File: config.mk
export PLATFORM = sky130hd
export DESIGN_NAME = pop_cycle_monitor
export DESIGN_NICKNAME = d
export VERILOG_FILES = /design/src/rtl/pop_cycle_monitor.sv
export SDC_FILE = /design/constraint.sdc
export NUM_CORES = 1
export LEC_CHECK = 0
export BUFFER_PORTS_ARGS = -buffer_cell sky130_fd_sc_hd__buf_2
export CAP_MARGIN = 30
export CORE_MARGIN = 5
export CORE_UTILIZATION = 48
export CTS_BUF_LIST = sky130_fd_sc_hd__clkbuf_4 sky130_fd_sc_hd__clkbuf_8
export CTS_CLUSTER_SIZE = 10
export DETAILED_ROUTE_END_ITERATION = 7
export PLACE_DENSITY = 0.7
export RECOVER_POWER = 100
export SLEW_MARGIN = 5
export SYNTH_ARGS = -nofsm -noshare
export SYNTH_HDL_FRONTEND = slang
export SYNTH_SLANG_ARGS = --single-unit
File: constraint.sdc
create_clock -name clk_2M5 -period 2.3 [get_ports clk_2M5]
set_input_delay 0.575 -clock clk_2M5 [delete_from_list [all_inputs] [get_ports clk_2M5]]
set_output_delay 0.575 -clock clk_2M5 [all_outputs]
set_load 0.03 [all_outputs]
File: src/rtl/pop_cycle_monitor.sv
// Pump/MW/probe timing monitor for one POP cycle. It synchronises the observed signals,
// tracks the expected pulse order and reports the widths, the cycle period and any sequence error.
module pop_cycle_monitor #(
   parameter int W           = 16,
   parameter int SYNC_STAGES = 2
) (
   input  logic         clk_2M5,
   input  logic         reset,
   input  logic         pump,
   input  logic         probe,
   input  logic         MW,
   input  logic         sample,
   input  logic         clear_error,
   output logic [W-1:0] pump_width,
   output logic [W-1:0] mw1_width,
   output logic [W-1:0] free_precess,
   output logic [W-1:0] mw2_width,
   output logic [W-1:0] probe_width,
   output logic         meas_valid,
   output logic [W-1:0] cycle_period,
   output logic         period_valid,
   output logic [W-1:0] good_cycles,
   output logic         seq_error,
   output logic [1:0]   error_code
);

   typedef enum logic [2:0] {IDLE, PUMP, GAP, MW1, FREE, MW2, WAITP, PROBE} state_t;
   typedef enum logic [1:0] {ERR_NONE, ERR_EDGE, ERR_TIMEOUT, ERR_SAMPLE} err_t;

   localparam logic [W-1:0] CNT_MAX = '1;

   // Bit order in every synchroniser stage: {sample, probe, MW, pump}.
   logic [SYNC_STAGES-1:0][3:0] sync_q;
   logic [3:0]                  sync_s;
   logic [2:0]                  prev_q, rise, fall;

   state_t        state_q, state_d;
   err_t          code_q, code_d, err_kind;
   logic          enter, err_hit, bad_now;
   logic          seen_q, seen_d, bad_q, bad_d, seq_error_q, seq_error_d;
   logic          meas_valid_q, meas_valid_d, period_valid_q, period_valid_d;
   logic [W-1:0]  dur_q, dur_d, period_q, period_d;
   logic [W-1:0]  pump_h_q, pump_h_d, mw1_h_q, mw1_h_d, free_h_q, free_h_d, mw2_h_q, mw2_h_d;
   logic [W-1:0]  pump_w_q, pump_w_d, mw1_w_q, mw1_w_d, free_w_q, free_w_d;
   logic [W-1:0]  mw2_w_q, mw2_w_d, probe_w_q, probe_w_d;
   logic [W-1:0]  cycle_period_q, cycle_period_d, good_q, good_d;

   assign sync_s = sync_q[SYNC_STAGES-1];
   assign rise   = sync_s[2:0] & ~prev_q;
   assign fall   = ~sync_s[2:0] & prev_q;

   always_ff @(posedge clk_2M5) begin
      if (reset) begin
         sync_q <= '0;
         prev_q <= '0;
      end else begin
         // NOTE: non-blocking assignments so every stage samples the value from before the edge.
         sync_q <= {sync_q[SYNC_STAGES-2:0], {sample, probe, MW, pump}};
         prev_q <= sync_s[2:0];
      end
   end

   always_comb begin
      // NOTE: every signal gets its default first, so no path through the chain below infers a latch.
      state_d        = state_q;
      enter          = 1'b0;
      err_hit        = 1'b0;
      err_kind       = ERR_NONE;
      dur_d          = (dur_q == CNT_MAX) ? dur_q : dur_q + 1'b1;
      period_d       = (period_q == CNT_MAX) ? period_q : period_q + 1'b1;
      bad_now        = bad_q | ~sync_s[3];
      bad_d          = (state_q == PROBE) ? bad_now : bad_q;
      seen_d         = seen_q;
      pump_h_d       = pump_h_q;
      mw1_h_d        = mw1_h_q;
      free_h_d       = free_h_q;
      mw2_h_d        = mw2_h_q;
      pump_w_d       = pump_w_q;
      mw1_w_d        = mw1_w_q;
      free_w_d       = free_w_q;
      mw2_w_d        = mw2_w_q;
      probe_w_d      = probe_w_q;
      meas_valid_d   = 1'b0;
      good_d         = good_q;
      cycle_period_d = cycle_period_q;
      period_valid_d = 1'b0;
      seq_error_d    = seq_error_q;
      code_d         = code_q;

      // A saturated period counter means the interval overflowed and is not reported.
      if (rise[0]) begin
         period_d = W'(1);
         seen_d   = 1'b1;
         if (seen_q && period_q != CNT_MAX) begin
            cycle_period_d = period_q;
            period_valid_d = 1'b1;
         end
      end

      if (rise[0]) begin
         if (state_q != IDLE) begin
            err_hit  = 1'b1;
            err_kind = ERR_EDGE;
         end
         state_d = PUMP;
         enter   = 1'b1;
      end else if (fall[0] && state_q == PUMP) begin
         pump_h_d = dur_q;
         state_d  = GAP;
         enter    = 1'b1;
      end else if (rise[1]) begin
         enter = 1'b1;
         if (state_q == GAP) begin
            state_d = MW1;
         end else if (state_q == FREE) begin
            free_h_d = dur_q;
            state_d  = MW2;
         end else begin
            err_hit  = 1'b1;
            err_kind = ERR_EDGE;
            state_d  = IDLE;
         end
      end else if (fall[1] && (state_q == MW1 || state_q == MW2)) begin
         enter = 1'b1;
         if (state_q == MW1) begin
            mw1_h_d = dur_q;
            state_d = FREE;
         end else begin
            mw2_h_d = dur_q;
            state_d = WAITP;
         end
      end else if (rise[2]) begin
         enter = 1'b1;
         if (state_q == WAITP) begin
            state_d = PROBE;
         end else begin
            err_hit  = 1'b1;
            err_kind = ERR_EDGE;
            state_d  = IDLE;
         end
      end else if (fall[2] && state_q == PROBE) begin
         enter   = 1'b1;
         state_d = IDLE;
         if (bad_now) begin
            err_hit  = 1'b1;
            err_kind = ERR_SAMPLE;
         end else begin
            pump_w_d     = pump_h_q;
            mw1_w_d      = mw1_h_q;
            free_w_d     = free_h_q;
            mw2_w_d      = mw2_h_q;
            probe_w_d    = dur_q;
            meas_valid_d = 1'b1;
            good_d       = good_q + 1'b1;
         end
      end else if (state_q != IDLE && dur_q == CNT_MAX) begin
         enter    = 1'b1;
         state_d  = IDLE;
         err_hit  = 1'b1;
         err_kind = ERR_TIMEOUT;
      end

      if (enter) begin
         dur_d = W'(1);
         bad_d = 1'b0;
      end

      // A new error beats a simultaneous clear; otherwise the first code is kept.
      if (err_hit) begin
         seq_error_d = 1'b1;
         if (!seq_error_q || clear_error) code_d = err_kind;
      end else if (clear_error) begin
         seq_error_d = 1'b0;
         code_d      = ERR_NONE;
      end
   end

   always_ff @(posedge clk_2M5) begin
      if (reset) begin
         state_q        <= IDLE;
         dur_q          <= '0;
         period_q       <= '0;
         seen_q         <= 1'b0;
         bad_q          <= 1'b0;
         pump_h_q       <= '0;
         mw1_h_q        <= '0;
         free_h_q       <= '0;
         mw2_h_q        <= '0;
         pump_w_q       <= '0;
         mw1_w_q        <= '0;
         free_w_q       <= '0;
         mw2_w_q        <= '0;
         probe_w_q      <= '0;
         meas_valid_q   <= 1'b0;
         good_q         <= '0;
         cycle_period_q <= '0;
         period_valid_q <= 1'b0;
         seq_error_q    <= 1'b0;
         code_q         <= ERR_NONE;
      end else begin
         state_q        <= state_d;
         dur_q          <= dur_d;
         period_q       <= period_d;
         seen_q         <= seen_d;
         bad_q          <= bad_d;
         pump_h_q       <= pump_h_d;
         mw1_h_q        <= mw1_h_d;
         free_h_q       <= free_h_d;
         mw2_h_q        <= mw2_h_d;
         pump_w_q       <= pump_w_d;
         mw1_w_q        <= mw1_w_d;
         free_w_q       <= free_w_d;
         mw2_w_q        <= mw2_w_d;
         probe_w_q      <= probe_w_d;
         meas_valid_q   <= meas_valid_d;
         good_q         <= good_d;
         cycle_period_q <= cycle_period_d;
         period_valid_q <= period_valid_d;
         seq_error_q    <= seq_error_d;
         code_q         <= code_d;
      end
   end

   assign pump_width   = pump_w_q;
   assign mw1_width    = mw1_w_q;
   assign free_precess = free_w_q;
   assign mw2_width    = mw2_w_q;
   assign probe_width  = probe_w_q;
   assign meas_valid   = meas_valid_q;
   assign cycle_period = cycle_period_q;
   assign period_valid = period_valid_q;
   assign good_cycles  = good_q;
   assign seq_error    = seq_error_q;
   assign error_code   = code_q;

endmodule

Word-level counts from Yosys, hierarchy flattened
Index checks and enable logic that the tools add are counted.

Input port bits: 7. Register bits after elaboration: 229. Word-level logic and storage cells: 135.

$add $sub $neg: 3. Reductions and logical operators: 25. Multiplexer cells: 52. Equal/unequal tests: 13. Bitwise operators: 15.

Operator list (count): $add A16 B1 Y16 const B (3); $eq A16 B16 Y1 const B (2); $mux W1 (31); $mux W2 (13); $mux W3 (8); $ne A16 B16 Y1 const B (1); $reduce_and A5 Y1 (3); $eq A3 B3 Y1 const B (4); $not A1 Y1 (10); $reduce_and A7 Y1 (1); $reduce_bool A7 Y1 (1); $reduce_or A7 Y1 (1); $and A3 B3 Y3 (2); $eq A3 B2 Y1 const B (2); $not A3 Y3 (2); $reduce_and A2 Y1 (3); $reduce_bool A6 Y1 (1); $reduce_or A2 Y1 (3); $logic_and A1 B1 Y1 (5); $reduce_bool A5 Y1 (1); $ne A2 B2 Y1 const B (2); $eq A3 B1 Y1 const B (1); $reduce_bool A3 Y1 (1); $reduce_or A3 Y1 (1); other kinds (5) (6).

Depth between registers and ports, before layout
Gate-level depths: netlist of run 1.

Depth after elaboration: 11. Depth in mapped cells: 11. Gate-level depth less buffers: 7.

Worst setup path before layout of run 1
OpenSTA, ideal clock, no wires.

Path kind: register to register. Start: register period_q[0]. End: register cycle_period_q[10], in the netlist cycle_period[10]. Data arrival time: 2.052 ns. Buffers on the path: 4. Setup time: 0.128 ns. Setup slack: 0.121 ns. Required time: 2.172 ns. Stages on the path, launching flop included: 12. Cell sequence: dfxtp_1 -> ha_1 -> nand2_1 -> or2_1 -> buf_6 -> or3_1 -> buf_6 -> and3_4 -> buf_6 -> buf_12 -> mux2i_1 -> nor2_1.

Cells in the longest elaborated chain, start to end: 3.

RTL lines: start, declared (RTL line 42) `logic [W-1:0] dur_q, dur_d, period_q, period_d;`; start signal, assigned (RTL line 203) `period_q <= period_d;`; $ne A16 B16 Y1 (RTL line 94) `if (seen_q && period_q != CNT_MAX) begin`; $logic_and A1 B1 Y1 (RTL line 94); $reduce_and A2 Y1 (no line); end signal, assigned (RTL line 217) `cycle_period_q <= cycle_period_d;`; end, declared (RTL line 46) `logic [W-1:0] cycle_period_q, cycle_period_d, good_q, good_d;`.

No other way between the ends. A chain may end at the register's enable or synchronous reset.

Final worst setup path of run 1
Start: register state_q[1]. End: register good_q[5], in the netlist good_cycles[5].

Cells in the longest elaborated chain, start to end: 5.

RTL lines: start, declared (RTL line 37) `state_t state_q, state_d;`; start signal, assigned (RTL line 201) `state_q <= state_d;`; $eq A3 B2 Y1 / $eq A3 B3 Y1 (equally long branches) (RTL line 123) `end else if (fall[1] && (state_q == MW1 || state_q == MW2)) begin`; $logic_or A1 B1 Y1 (RTL line 123); $logic_and A1 B1 Y1 (RTL line 123); $not A1 Y1 (no line); $reduce_and A7 Y1 (no line) *; end signal, assigned (RTL line 216) `good_q <= good_d;`; end, declared (RTL line 46).

Every way passes the cells marked *; elsewhere a longest branch is shown, timed or not.

==> impl_summary.log, run 1 <==
INFO  metric outcome = finished clean
INFO  metric drt-vias-per-instance = 5.09
INFO  metric timing.critical_path.arrival = 2510 ps
INFO  metric busiest_layer = met2
INFO  metric worst_pin_slew = 986 ps
INFO  metric multiInputGateArea = 3690 um^2
INFO  metric gr-usage-met1 = 27.0%
INFO  metric power.total = 0.00782 W
INFO  metric synthToLayoutAreaGrowth = 17.8%
INFO  metric synth_enable_flop_cells = 0
INFO  metric report.final.hold_viol_count = 0
INFO  metric placementRows = 49
INFO  metric placedCellCount = 1,356
INFO  metric final.period_utilization = 93.3%
INFO  metric finalHoldWorstSlack = 268 ps
INFO  metric initial_core_utilization = 48.5%
INFO  metric final_antenna_net_count = 0
INFO  metric max-vdd-ir-drop = 0.501 mV
INFO  metric dp_slack = 153 ps
INFO  metric htree_num_levels = 2
INFO  metric startpoint_type = register
INFO  metric fin_skew = 25.3 ps
INFO  metric cp.required = 2660 ps
INFO  metric syn-mean-instance-area = 8.37 um^2
INFO  metric post_synth_xor_area_fraction = 3.85%
INFO  metric synthArstFlopShare = 0%
INFO  metric clk_transition_reported_paths = 60 ps
INFO  metric die_w = 144 um
INFO  metric yosys.area_share.simple = 24.1%
INFO  metric synth_top_area_share = 53.0%
INFO  metric globalplace.congestion = 0.829
INFO  metric fp.coreArea = 17,800 um^2
INFO  metric post_synthesis_adder_cell_area_fraction = 0.434%
INFO  metric yosysSeqAreaShare = 53.0%
INFO  metric power_density = 767 nW/um^2
INFO  metric synth.largest_area_cell = sky130_fd_sc_hd__dfxtp_1
INFO  metric maximum_number_of_pins_on_one_net_before_global_route_repair = 193
INFO  metric tritoncts = done
INFO  metric worst_slew_margin_rel = 34.3%
INFO  metric critPathKind = reg2reg
INFO  metric later_pin_clock_latency_in_the_skew_report = 520 ps
INFO  metric post_cts.repair.setup_buffers = 0
INFO  metric final_tns_setup = 0 ps
INFO  metric ff_latch_area = 4580 um^2
INFO  metric synthesis.area = 8650 um^2
INFO  metric rsz0062_at_grt = no
INFO  metric grt_pass1_vias = 6,668
INFO  metric detailed_place_hpwl = 13,300 um
INFO  metric die-height = 144 um
INFO  metric worst_hold_path_type = in2reg
INFO  metric remaining_drc_errors = 0
INFO  metric design.die.area = 20,800 um^2
INFO  metric synth_warnings = 0
INFO  metric layout.nets = 1,177
INFO  metric ys_types = 46
INFO  metric number_of_max_capacitance_violations_reported = 0
INFO  metric area_fraction_in_compound_gates_after_synthesis = 10.4%
INFO  metric num-fill-cells = 1,697
INFO  metric p_leak = 3.45 nW
INFO  metric worst-path-max-fanout = 12
INFO  metric setup_ws = 155 ps
INFO  metric gr-total-overflow = 0
INFO  metric main_combinational_cell_family_by_area_after_synthesis = simple AND/OR/NAND/NOR gates
INFO  metric detail_route.wirelength = 20,900 um
INFO  metric antenna_violations_before_repair = 0
INFO  metric clock_tree.root_cell = sky130_fd_sc_hd__clkbuf_8
INFO  metric wl_per_cell = 14.7 um
INFO  metric finish.cell_count_without_fillers = 1,417
INFO  metric detailroute.via_count = 7,208
INFO  metric synthCells = 1,033
INFO  metric share_of_layout_cells_above_drive_strength_1 = 9.43%
INFO  metric grt_use_total = 19.7%
INFO  metric worst_setup_path_end_kind = register
INFO  metric n_antenna_cell = 0
INFO  metric port-buffer-count = 123
INFO  metric yosys_register_bits = 229
INFO  metric number_of_max_slew_violations_in_the_final_report = 0
INFO  metric setup-violations-final = 0
INFO  metric iter_0_drt_violations = 448
INFO  metric groute.layer.met2.usage = 31.2%
INFO  metric syn_nets = 1,043
INFO  metric grt_pass1_wl = 33,400 um
INFO  metric synth.area.top_cells = sky130_fd_sc_hd__dfxtp_1 53%, sky130_fd_sc_hd__nand2_1 12%, sky130_fd_sc_hd__a21oi_1 8.4%
INFO  metric synth.mux.area_fraction = 3.95%
INFO  metric maxClockFrequency = 466 MHz
INFO  metric maximum_root_to_sink_buffer_count = 3
INFO  metric period_needed = 2150 ps
INFO  metric cts_buffers = 38
INFO  metric tritoncts_sink_count = 229
INFO  metric drt_pass1_iterations = 4
INFO  metric synthFlopType = sky130_fd_sc_hd__dfxtp_1
INFO  metric grt_use_met3 = 4.23%
INFO  metric ioPinCount = 124
-- path summary, 6_finish.rpt --
path | start | to | slack [ps] | depth (start not counted)
hold reg to reg | sync_q[1] | sync_s[1] | 430 | 1
hold / removal | MW | sync_q[1] | 270 | 2
setup reg to reg | state_q[1] | good_cycles[5] | 150 | 8
setup / recovery | state_q[1] | good_cycles[5] | 150 | 8
-- through the flow --
stage	util [%]	area, um^2
3_3_place_gp	54.0	9630
3_5_place_dp	54.0	9630
2_1_floorplan	-	8650
5_1_grt	57.1	10200
6_report	57.1	10200
4_1_cts	58.3	10400
-- area by class of cell --
| class | instances | share of cell area [%] |
|---|---|---|
| flip-flops and latches | 229 | 45.0 |
| inverters | 9 | 0.331 |
| repair buffers | 167 | 8.08 |
| well taps | 229 | 2.81 |
| multi-input cells | 722 | 36.2 |
| clock buffers | 53 | 6.85 |
| clock inverters | 8 | 0.773 |
-- where the power goes --
part           switching, W  internal (W)
sequential        0.0000164       0.00399
combinational      0.000125     0.0000549
clock               0.00156       0.00207
-- timing repair --
| item | 4_1_cts | 5_1_grt |
|---|---|---|
| endpoints found under the setup margin | 0 | 39 |
| gates resized for setup | 0 | 1 |
| hold buffers | 0 | 0 |
-- Yosys cell counts, types with 3 or more instances --
| master | n |
|---|---|
| sky130_fd_sc_hd__a211oi_1 | 6 |
| sky130_fd_sc_hd__a21oi_1 | 146 |
| sky130_fd_sc_hd__and2_1 | 5 |
| sky130_fd_sc_hd__and3_1 | 5 |
| sky130_fd_sc_hd__and4_1 | 5 |
| sky130_fd_sc_hd__buf_2 | 24 |
| sky130_fd_sc_hd__buf_6 | 3 |
| sky130_fd_sc_hd__clkbuf_1 | 44 |
| sky130_fd_sc_hd__dfxtp_1 | 229 |
| sky130_fd_sc_hd__ha_1 | 3 |
| sky130_fd_sc_hd__inv_1 | 9 |
| sky130_fd_sc_hd__mux2i_1 | 33 |
| sky130_fd_sc_hd__nand2_1 | 288 |
| sky130_fd_sc_hd__nand2b_1 | 6 |
| sky130_fd_sc_hd__nand3_1 | 12 |
| sky130_fd_sc_hd__nand4_1 | 11 |
| sky130_fd_sc_hd__nand4b_1 | 3 |
| sky130_fd_sc_hd__nor2_1 | 90 |
| sky130_fd_sc_hd__nor2b_1 | 16 |
| sky130_fd_sc_hd__nor3_1 | 16 |
| sky130_fd_sc_hd__nor3b_1 | 3 |
| sky130_fd_sc_hd__nor4b_1 | 5 |
| sky130_fd_sc_hd__o21ai_0 | 6 |
| sky130_fd_sc_hd__or3_1 | 4 |
| sky130_fd_sc_hd__xnor2_1 | 15 |
| sky130_fd_sc_hd__xor2_1 | 23 |
-- cell families (layout without fill, tap and decap cells) --
logic type | count (synthesis) | in the layout
mux | 34 | 34
buf+inv | 82 | 237
simple gates | 478 | 478
fa+ha+maj | 3 | 3
flops | 229 | 229
compound gates | 169 | 169
xor+xnor | 38 | 38
-- per-layer routing --
layer / vias up / part of all wire (%)
met1: 3340 / 46
met5: - / 0
met4: 0 / 2.0
met3: 27 / 6.3
met2: 186 / 46
li1: 3655 / -
-- cells in the final DEF (no fill, tap or decap), types with 4 or more instances in the layout --
master / synthesis / layout
sky130_fd_sc_hd__xor2_1: 23 / 23
sky130_fd_sc_hd__and2_1: 5 / 4
sky130_fd_sc_hd__dfxtp_1: 229 / 229
sky130_fd_sc_hd__nand2b_1: 6 / 6
sky130_fd_sc_hd__inv_1: 9 / 9
sky130_fd_sc_hd__clkbuf_8: 0 / 48
sky130_fd_sc_hd__mux2i_1: 33 / 33
sky130_fd_sc_hd__nand3_1: 12 / 12
sky130_fd_sc_hd__and3_1: 5 / 5
sky130_fd_sc_hd__nor2b_1: 16 / 16
sky130_fd_sc_hd__o21ai_0: 6 / 6
sky130_fd_sc_hd__clkbuf_1: 44 / 124
sky130_fd_sc_hd__buf_4: 0 / 29
sky130_fd_sc_hd__nor4b_1: 5 / 4
sky130_fd_sc_hd__clkbuf_2: 0 / 4
sky130_fd_sc_hd__a21oi_1: 146 / 146
sky130_fd_sc_hd__nor3_1: 16 / 16
sky130_fd_sc_hd__and4_1: 5 / 5
sky130_fd_sc_hd__xnor2_1: 15 / 15
sky130_fd_sc_hd__buf_2: 24 / 5
sky130_fd_sc_hd__nor2_1: 90 / 90
sky130_fd_sc_hd__nand2_1: 288 / 288
sky130_fd_sc_hd__nand4_1: 11 / 11
sky130_fd_sc_hd__a211oi_1: 6 / 6
sky130_fd_sc_hd__buf_12: 1 / 4
sky130_fd_sc_hd__clkbuf_4: 0 / 5
-- state kept, by name (all words and copies together), names as in the netlist, 4 cells and up --
register and flops:
pump_width 16, mw2_width 16, period_q 16, sync_s 4, dur_q 16, mw2_h_q 16
mw1_width 16, pump_h_q 16, probe_width 16, good_cycles 16, free_precess 16, cycle_period 16
free_h_q 16, sync_q 4, mw1_h_q 16
-- critical path: stages (launching register included) --
cell	delay, ps
sky130_fd_sc_hd__dfxtp_1	560
sky130_fd_sc_hd__and3_1	270
sky130_fd_sc_hd__nand4b_1	140
sky130_fd_sc_hd__clkbuf_1	180
sky130_fd_sc_hd__nor4_1	250
sky130_fd_sc_hd__buf_4	210
sky130_fd_sc_hd__and4_1	210
sky130_fd_sc_hd__xnor2_1	110
sky130_fd_sc_hd__nor2_1	50
Power figures use the tool's default switching activity.
==> run 2, diff against run 1 <==
- PLACE_DENSITY: 0.7 -> unset
- PLACE_DENSITY_LB_ADDON: unset -> 0.25
==> run 2 against run 1 <==
  * Clock skew decreased by 14 ps
  * Combinational power shrank 3%
  * Fmax down 1.2%
  * Sequential power is essentially flat
  * Power grew 4.6%
  * Critical path depth did not move
  * Non-clock buffer count increased by 2
  * Critical path type unchanged
  * Largest cell class unchanged
  * Largest power group unchanged
==> impl_summary.log, run 2 (same netlist as run 1, synthesis figures left out) <==
INFO  metric outcome = finished clean
INFO  metric layout.nets = 1,180
INFO  metric placementRows = 49
INFO  metric clock_tree.root_cell = sky130_fd_sc_hd__clkbuf_8
INFO  metric hold_depth = 2
INFO  metric num-fill-cells = 1,715
INFO  metric die-height = 144 um
INFO  metric worst_setup_path_end_kind = register
INFO  metric reg2reg_depth = 8
INFO  metric maxClockFrequency = 460 MHz
INFO  metric synthToLayoutAreaGrowth = 18.9%
INFO  metric max-vdd-ir-drop = 0.534 mV
INFO  metric cts_buffers = 39
INFO  metric port-buffer-count = 123
INFO  metric number_of_max_capacitance_violations_reported = 0
INFO  metric detail_route.wirelength = 21,300 um
INFO  metric period_needed = 2170 ps
INFO  metric die_w = 144 um
INFO  metric finish.cell_count_without_fillers = 1,424
INFO  metric ioPinCount = 124
INFO  metric power.share.sequential = 49.0%
INFO  metric iter_0_drt_violations = 380
INFO  metric switching_share = 21.0%
INFO  metric critPathKind = reg2reg
INFO  metric maximum_number_of_pins_on_one_net_before_global_route_repair = 193
INFO  metric startpoint_type = register
INFO  metric critPathMaxStageDelay = 490 ps
INFO  metric detailed_place_hpwl = 13,500 um
INFO  metric path_buf_inv = 2
INFO  metric critical_path.top_delay_family = simple AND/OR/NAND/NOR gates
INFO  metric power.switching = 0.00172 W
INFO  metric n_antenna_cell = 0
INFO  metric power.total = 0.00818 W
INFO  metric grt_pass1_wl = 33,900 um
INFO  metric worst_hold_path_type = in2reg
INFO  metric grt_pass1_vias = 6,669
INFO  metric fp.coreArea = 17,800 um^2
INFO  metric tritoncts_sink_count = 229
INFO  metric antenna_violations_before_repair = 0
INFO  metric timing.critical_path.arrival = 2530 ps
INFO  metric drt_pass1_iterations = 5
INFO  metric design.die.area = 20,800 um^2
INFO  metric power_frac_clock = 48.9%
INFO  metric maximum_root_to_sink_buffer_count = 3
INFO  metric cts.hold.buffers_added = 0
INFO  metric rsz0062_at_grt = no
INFO  metric placedCellCount = 1,358
INFO  metric dp_slack = 88.5 ps
INFO  metric final_cell_mix = 288 x sky130_fd_sc_hd__nand2_1, 228 x sky130_fd_sc_hd__dfxtp_1, 146 x sky130_fd_sc_hd__a21oi_1
INFO  metric wl_per_cell = 15.0 um
INFO  metric drt-vias-per-instance = 5.08
INFO  metric htree_num_levels = 2
INFO  metric cp.required = 2650 ps
INFO  metric cts-resized-gates = 0
INFO  metric tritoncts = done
INFO  metric setup-violations-final = 0
INFO  metric report.final.hold_viol_count = 0
INFO  metric fin_skew = 11.8 ps
INFO  metric share_of_layout_cells_above_drive_strength_1 = 10.0%
INFO  metric grt_use_total = 20.2%
INFO  metric initial_core_utilization = 48.5%
INFO  metric final_antenna_net_count = 0
INFO  metric post_cts.repair.setup_buffers = 0
INFO  metric worst-path-max-fanout = 10
INFO  metric p_leak = 3.51 nW
INFO  metric remaining_drc_errors = 0
INFO  metric number_of_max_slew_violations_in_the_final_report = 0
INFO  metric globalplace.congestion = 0.895
INFO  metric setup_ws = 128 ps
INFO  metric final_tns_setup = 0 ps
INFO  metric worst_slew_margin_rel = 4.89%
INFO  metric worstSetupPathDepth = 8
INFO  metric cell_at_the_slowest_stage_of_the_critical_path = sky130_fd_sc_hd__dfxtp_1
INFO  metric later_pin_clock_latency_in_the_skew_report = 530 ps
INFO  metric clk_transition_reported_paths = 60 ps
INFO  metric gr-total-overflow = 0
INFO  metric final.period_utilization = 94.4%
INFO  metric detailroute.via_count = 7,240
INFO  metric power_density = 795 nW/um^2
INFO  metric worst_pin_slew = 1430 ps
INFO  metric crit_path_cell_trace = and3_1 -> nand4b_1 -> clkbuf_1 -> nor4_2 -> buf_4 -> and4_1 -> xnor2_1 -> nor2_1
INFO  metric final_common_cell = sky130_fd_sc_hd__nand2_1
INFO  metric power_frac_comb = 2.1%
INFO  metric internal_power = 0.00646 W
run 2: cell count changes in the layout (fill, tap and decap cells not counted), moves of 2 or more:
cell	before	now
sky130_fd_sc_hd__clkbuf_8	48	55
sky130_fd_sc_hd__buf_6	0	3
sky130_fd_sc_hd__clkinvlp_4	3	0
sky130_fd_sc_hd__clkbuf_4	5	7
sky130_fd_sc_hd__buf_12	4	2
run 2: per-stage QoR:
stage / utilization [%] / hold slack [ps] / instance area [um^2]
CTS: 58.9 / 232 / 10500
floorplan: - / 414 / 8650
global route: 57.7 / 235 / 10300
detailed placement: 54.0 / 426 / 9630
finish: 57.7 / 259 / 10300
global placement: 54.0 / 416 / 9630
run 2: worst register-to-register path, cell delays in order (launching register included):
cell	delay (ps)
sky130_fd_sc_hd__dfxtp_1	490
sky130_fd_sc_hd__and3_1	260
sky130_fd_sc_hd__nand4b_1	160
sky130_fd_sc_hd__clkbuf_1	170
sky130_fd_sc_hd__nor4_2	330
sky130_fd_sc_hd__buf_4	230
sky130_fd_sc_hd__and4_1	210
sky130_fd_sc_hd__xnor2_1	110
sky130_fd_sc_hd__nor2_1	50
run 2: layout make-up:
class | count | area [um^2] | share of cell area [%]
sequential | 229 | 4590 | 44.6
clock buffer | 61 | 802 | 7.79
clock inverter | 5 | 75.1 | 0.730
inverter | 9 | 33.8 | 0.328
tap | 229 | 287 | 2.78
timing repair buffer | 169 | 813 | 7.90
multi-input combinational | 722 | 3690 | 35.9
run 2: worst paths after layout:
path	slack, ps	end	startpoint
setup / recovery	130	good_cycles[5]	state_q[0]
hold / removal	260	sync_q[2]	probe
hold reg to reg	440	sync_s[1]	sync_q[1]
setup reg to reg	130	good_cycles[5]	state_q[0]
run 2: power groups by stage:
stage / logic [W] / clock network (W) / registers [W]
after floorplan: 0.000122 / 0 / 0.00409
after global placement: 0.000179 / 0 / 0.00409
after detailed placement: 0.000179 / 0 / 0.00409
after CTS: 0.000180 / 0.00409 / 0.00400
after global routing: 0.000194 / 0.00427 / 0.00400
final: 0.000175 / 0.00400 / 0.00401
run 2: layer usage:
layer | share of wire, % | GRT usage (%)
met5 | 0 | 0
met4 | 2.9 | 7.07
met1 | 45 | 26.8
met2 | 47 | 32.5
met3 | 5.6 | 4.70
==> run 3, diff against run 2 <==
- BUFFER_PORTS_ARGS: -buffer_cell sky130_fd_sc_hd__buf_2 -> unset
- CTS_CLUSTER_DIAMETER: unset -> 150
- DONT_BUFFER_PORTS: unset -> 1
==> run 3 against run 2 <==
  * Clock skew increased by 19 ps
  * Hold slack got worse by 150 ps
  * Non-clock buffer count decreased by 114
  * Clock power decreased by 42%
  * Power decreased by 21%
  * First-iteration DRC count increased by 8.4%
  * Combinational power decreased by 39%
  * Sequential cell count unchanged
  * Sequential power about the same
==> impl_summary.log, run 3 (same netlist as run 1, synthesis figures left out) <==
INFO  metric final_tns_setup = 0 ps
INFO  metric tritoncts = done
INFO  metric detailed_place.area = 9050 um^2
INFO  metric power_density = 691 nW/um^2
INFO  metric critPathLaunch = state_q[1]
INFO  metric detailed_place_hpwl = 13,100 um
INFO  metric synthToLayoutAreaGrowth = 7.98%
INFO  metric detail_route.wirelength = 20,400 um
INFO  metric n_antenna_cell = 0
INFO  metric crit_path_cell_trace = and3_1 -> and2_1 -> a21oi_1 -> a211oi_1 -> o21ai_1 -> mux2_1
INFO  metric critPathMaxStageDelay = 550 ps
INFO  metric path_buf_inv = 0
INFO  metric htree_num_levels = 1
INFO  metric worst_pin_slew = 594 ps
INFO  metric wl_per_cell = 16.0 um
INFO  metric p_leak = 3.10 nW
INFO  metric maximum_number_of_pins_on_one_net_before_global_route_repair = 194
INFO  metric finish.cell_count_without_fillers = 1,272
INFO  metric later_pin_clock_latency_in_the_skew_report = 560 ps
INFO  metric final_cell_mix = 288 x sky130_fd_sc_hd__nand2_1, 229 x sky130_fd_sc_hd__dfxtp_1, 146 x sky130_fd_sc_hd__a21oi_1
INFO  metric cell_at_the_slowest_stage_of_the_critical_path = sky130_fd_sc_hd__dfxtp_1
INFO  metric layout.nets = 1,053
INFO  metric worst_slew_margin_rel = 60.4%
INFO  metric drt-vias-per-instance = 5.24
INFO  metric port-buffer-count = 0
INFO  metric maxClockFrequency = 468 MHz
INFO  metric setup_ws = 164 ps
INFO  metric iter_0_drt_violations = 412
INFO  metric report.final.hold_viol_count = 0
INFO  metric gr-total-overflow = 0
INFO  metric grt_pass1_wl = 31,900 um
INFO  metric setup-violations-final = 0
INFO  metric final_common_cell = sky130_fd_sc_hd__nand2_1
INFO  metric globalplace.congestion = 0.836
INFO  metric share_of_layout_cells_above_drive_strength_1 = 7.19%
INFO  metric max-vdd-ir-drop = 0.440 mV
INFO  metric detailroute.via_count = 6,665
INFO  metric number_of_max_capacitance_violations_reported = 0
INFO  metric worst_setup_path_end_kind = register
INFO  metric period_needed = 2140 ps
INFO  metric cts_buffers = 26
INFO  metric fp.coreArea = 17,800 um^2
INFO  metric clock_tree.root_cell = sky130_fd_sc_hd__clkbuf_8
INFO  metric worst-path-max-fanout = 12
INFO  metric fin_skew = 31.2 ps
INFO  metric clk_transition_reported_paths = 80 ps
INFO  metric antenna_violations_before_repair = 0
INFO  metric final_antenna_net_count = 0
INFO  metric dp_slack = 193 ps
INFO  metric startpoint_type = register
INFO  metric drt_pass1_iterations = 5
INFO  metric grt_use_total = 18.9%
INFO  metric timing.critical_path.arrival = 2550 ps
INFO  metric ioPinCount = 124
INFO  metric placedCellCount = 1,244
INFO  metric num-fill-cells = 1,684
INFO  metric final_design_area_no_fill = 9340 um^2
INFO  metric die-height = 144 um
INFO  metric critPathKind = reg2reg
INFO  metric rsz0062_at_grt = no
INFO  metric number_of_max_slew_violations_in_the_final_report = 0
INFO  metric tritoncts_sink_count = 229
INFO  metric critical_path.top_delay_family = compound AO/OA/AOI/OAI gates
INFO  metric outcome = finished clean
INFO  metric power.total = 0.00645 W
INFO  metric maximum_root_to_sink_buffer_count = 3
INFO  metric final.period_utilization = 92.9%
INFO  metric remaining_drc_errors = 0
INFO  metric placementRows = 49
INFO  metric initial_core_utilization = 48.5%
INFO  metric min-delay-start = reset
INFO  metric cp.required = 2720 ps
INFO  metric grt_pass1_vias = 5,977
INFO  metric reg2reg_from = state_q[1]
INFO  metric design.die.area = 20,800 um^2
INFO  metric worst_hold_path_type = in2reg
INFO  metric die_w = 144 um
## run 3: cell types whose count changed in the layout (fill, tap and decap cells not counted), sizes merged
cell and delta:
buf -5, clkinv -3, bufinv -2, clkbuf -142
## run 3: worst paths after layout
kind / end / slack [ps] / depth (start not counted)
max reg2reg: error_code[1] / 160 / 6
min reg2reg: free_precess[12] / 430 / 2
max: error_code[1] / 160 / 6
min: probe_width[4] / 100 / 1
## run 3: cell type report
cell class	instances	area (um^2)	share of cell area, %
Sequential cell	229	4580	49.1
Tap cell	229	287	3.07
Inverter	9	33.8	0.362
Clock buffer	28	379	4.06
Timing Repair Buffer	55	369	3.95
Multi-Input combinational cell	722	3690	39.5
## run 3: metrics by stage
| stage | util (%) | hold slack [ps] |
|---|---|---|
| after floorplan | - | 414 |
| after global placement | 50.7 | 417 |
| after detailed placement | 50.7 | 425 |
| after CTS | 52.9 | 59.0 |
| after global routing | 52.4 | 66.9 |
| final | 52.4 | 105 |
## run 3: power breakdown
part	switching [W]	internal, W
Clock	0.00129	0.00106
Sequential	0.0000211	0.00398
Combinational	0.0000661	0.0000409
Total	0.00137	0.00508
## run 3: metal layers
layer  up-vias  track usage (%)  part of all wire, %
met3        29             4.30                  8.1
li1       3394                -                    -
met5         -                0                    0
met4         0             5.35                  2.0
met2       182             29.9                   46
met1      3060             26.1                   44
## run 3: repair_timing
action / in CTS / in global routing
endpoints found under the hold margin: 0 / 0
endpoints found under the setup margin: 0 / 39
hold buffers: 0 / 0
resized for setup: 0 / 1
buffers inserted: 0 / 0
## run 3: worst register-to-register path, delay by kind of cell, from the launching register on
| kind | cells | cell delay, ps |
|---|---|---|
| flops | 1 | 550 |
| simple gates | 2 | 470 |
| compound gates | 3 | 640 |
| mux | 1 | 330 |
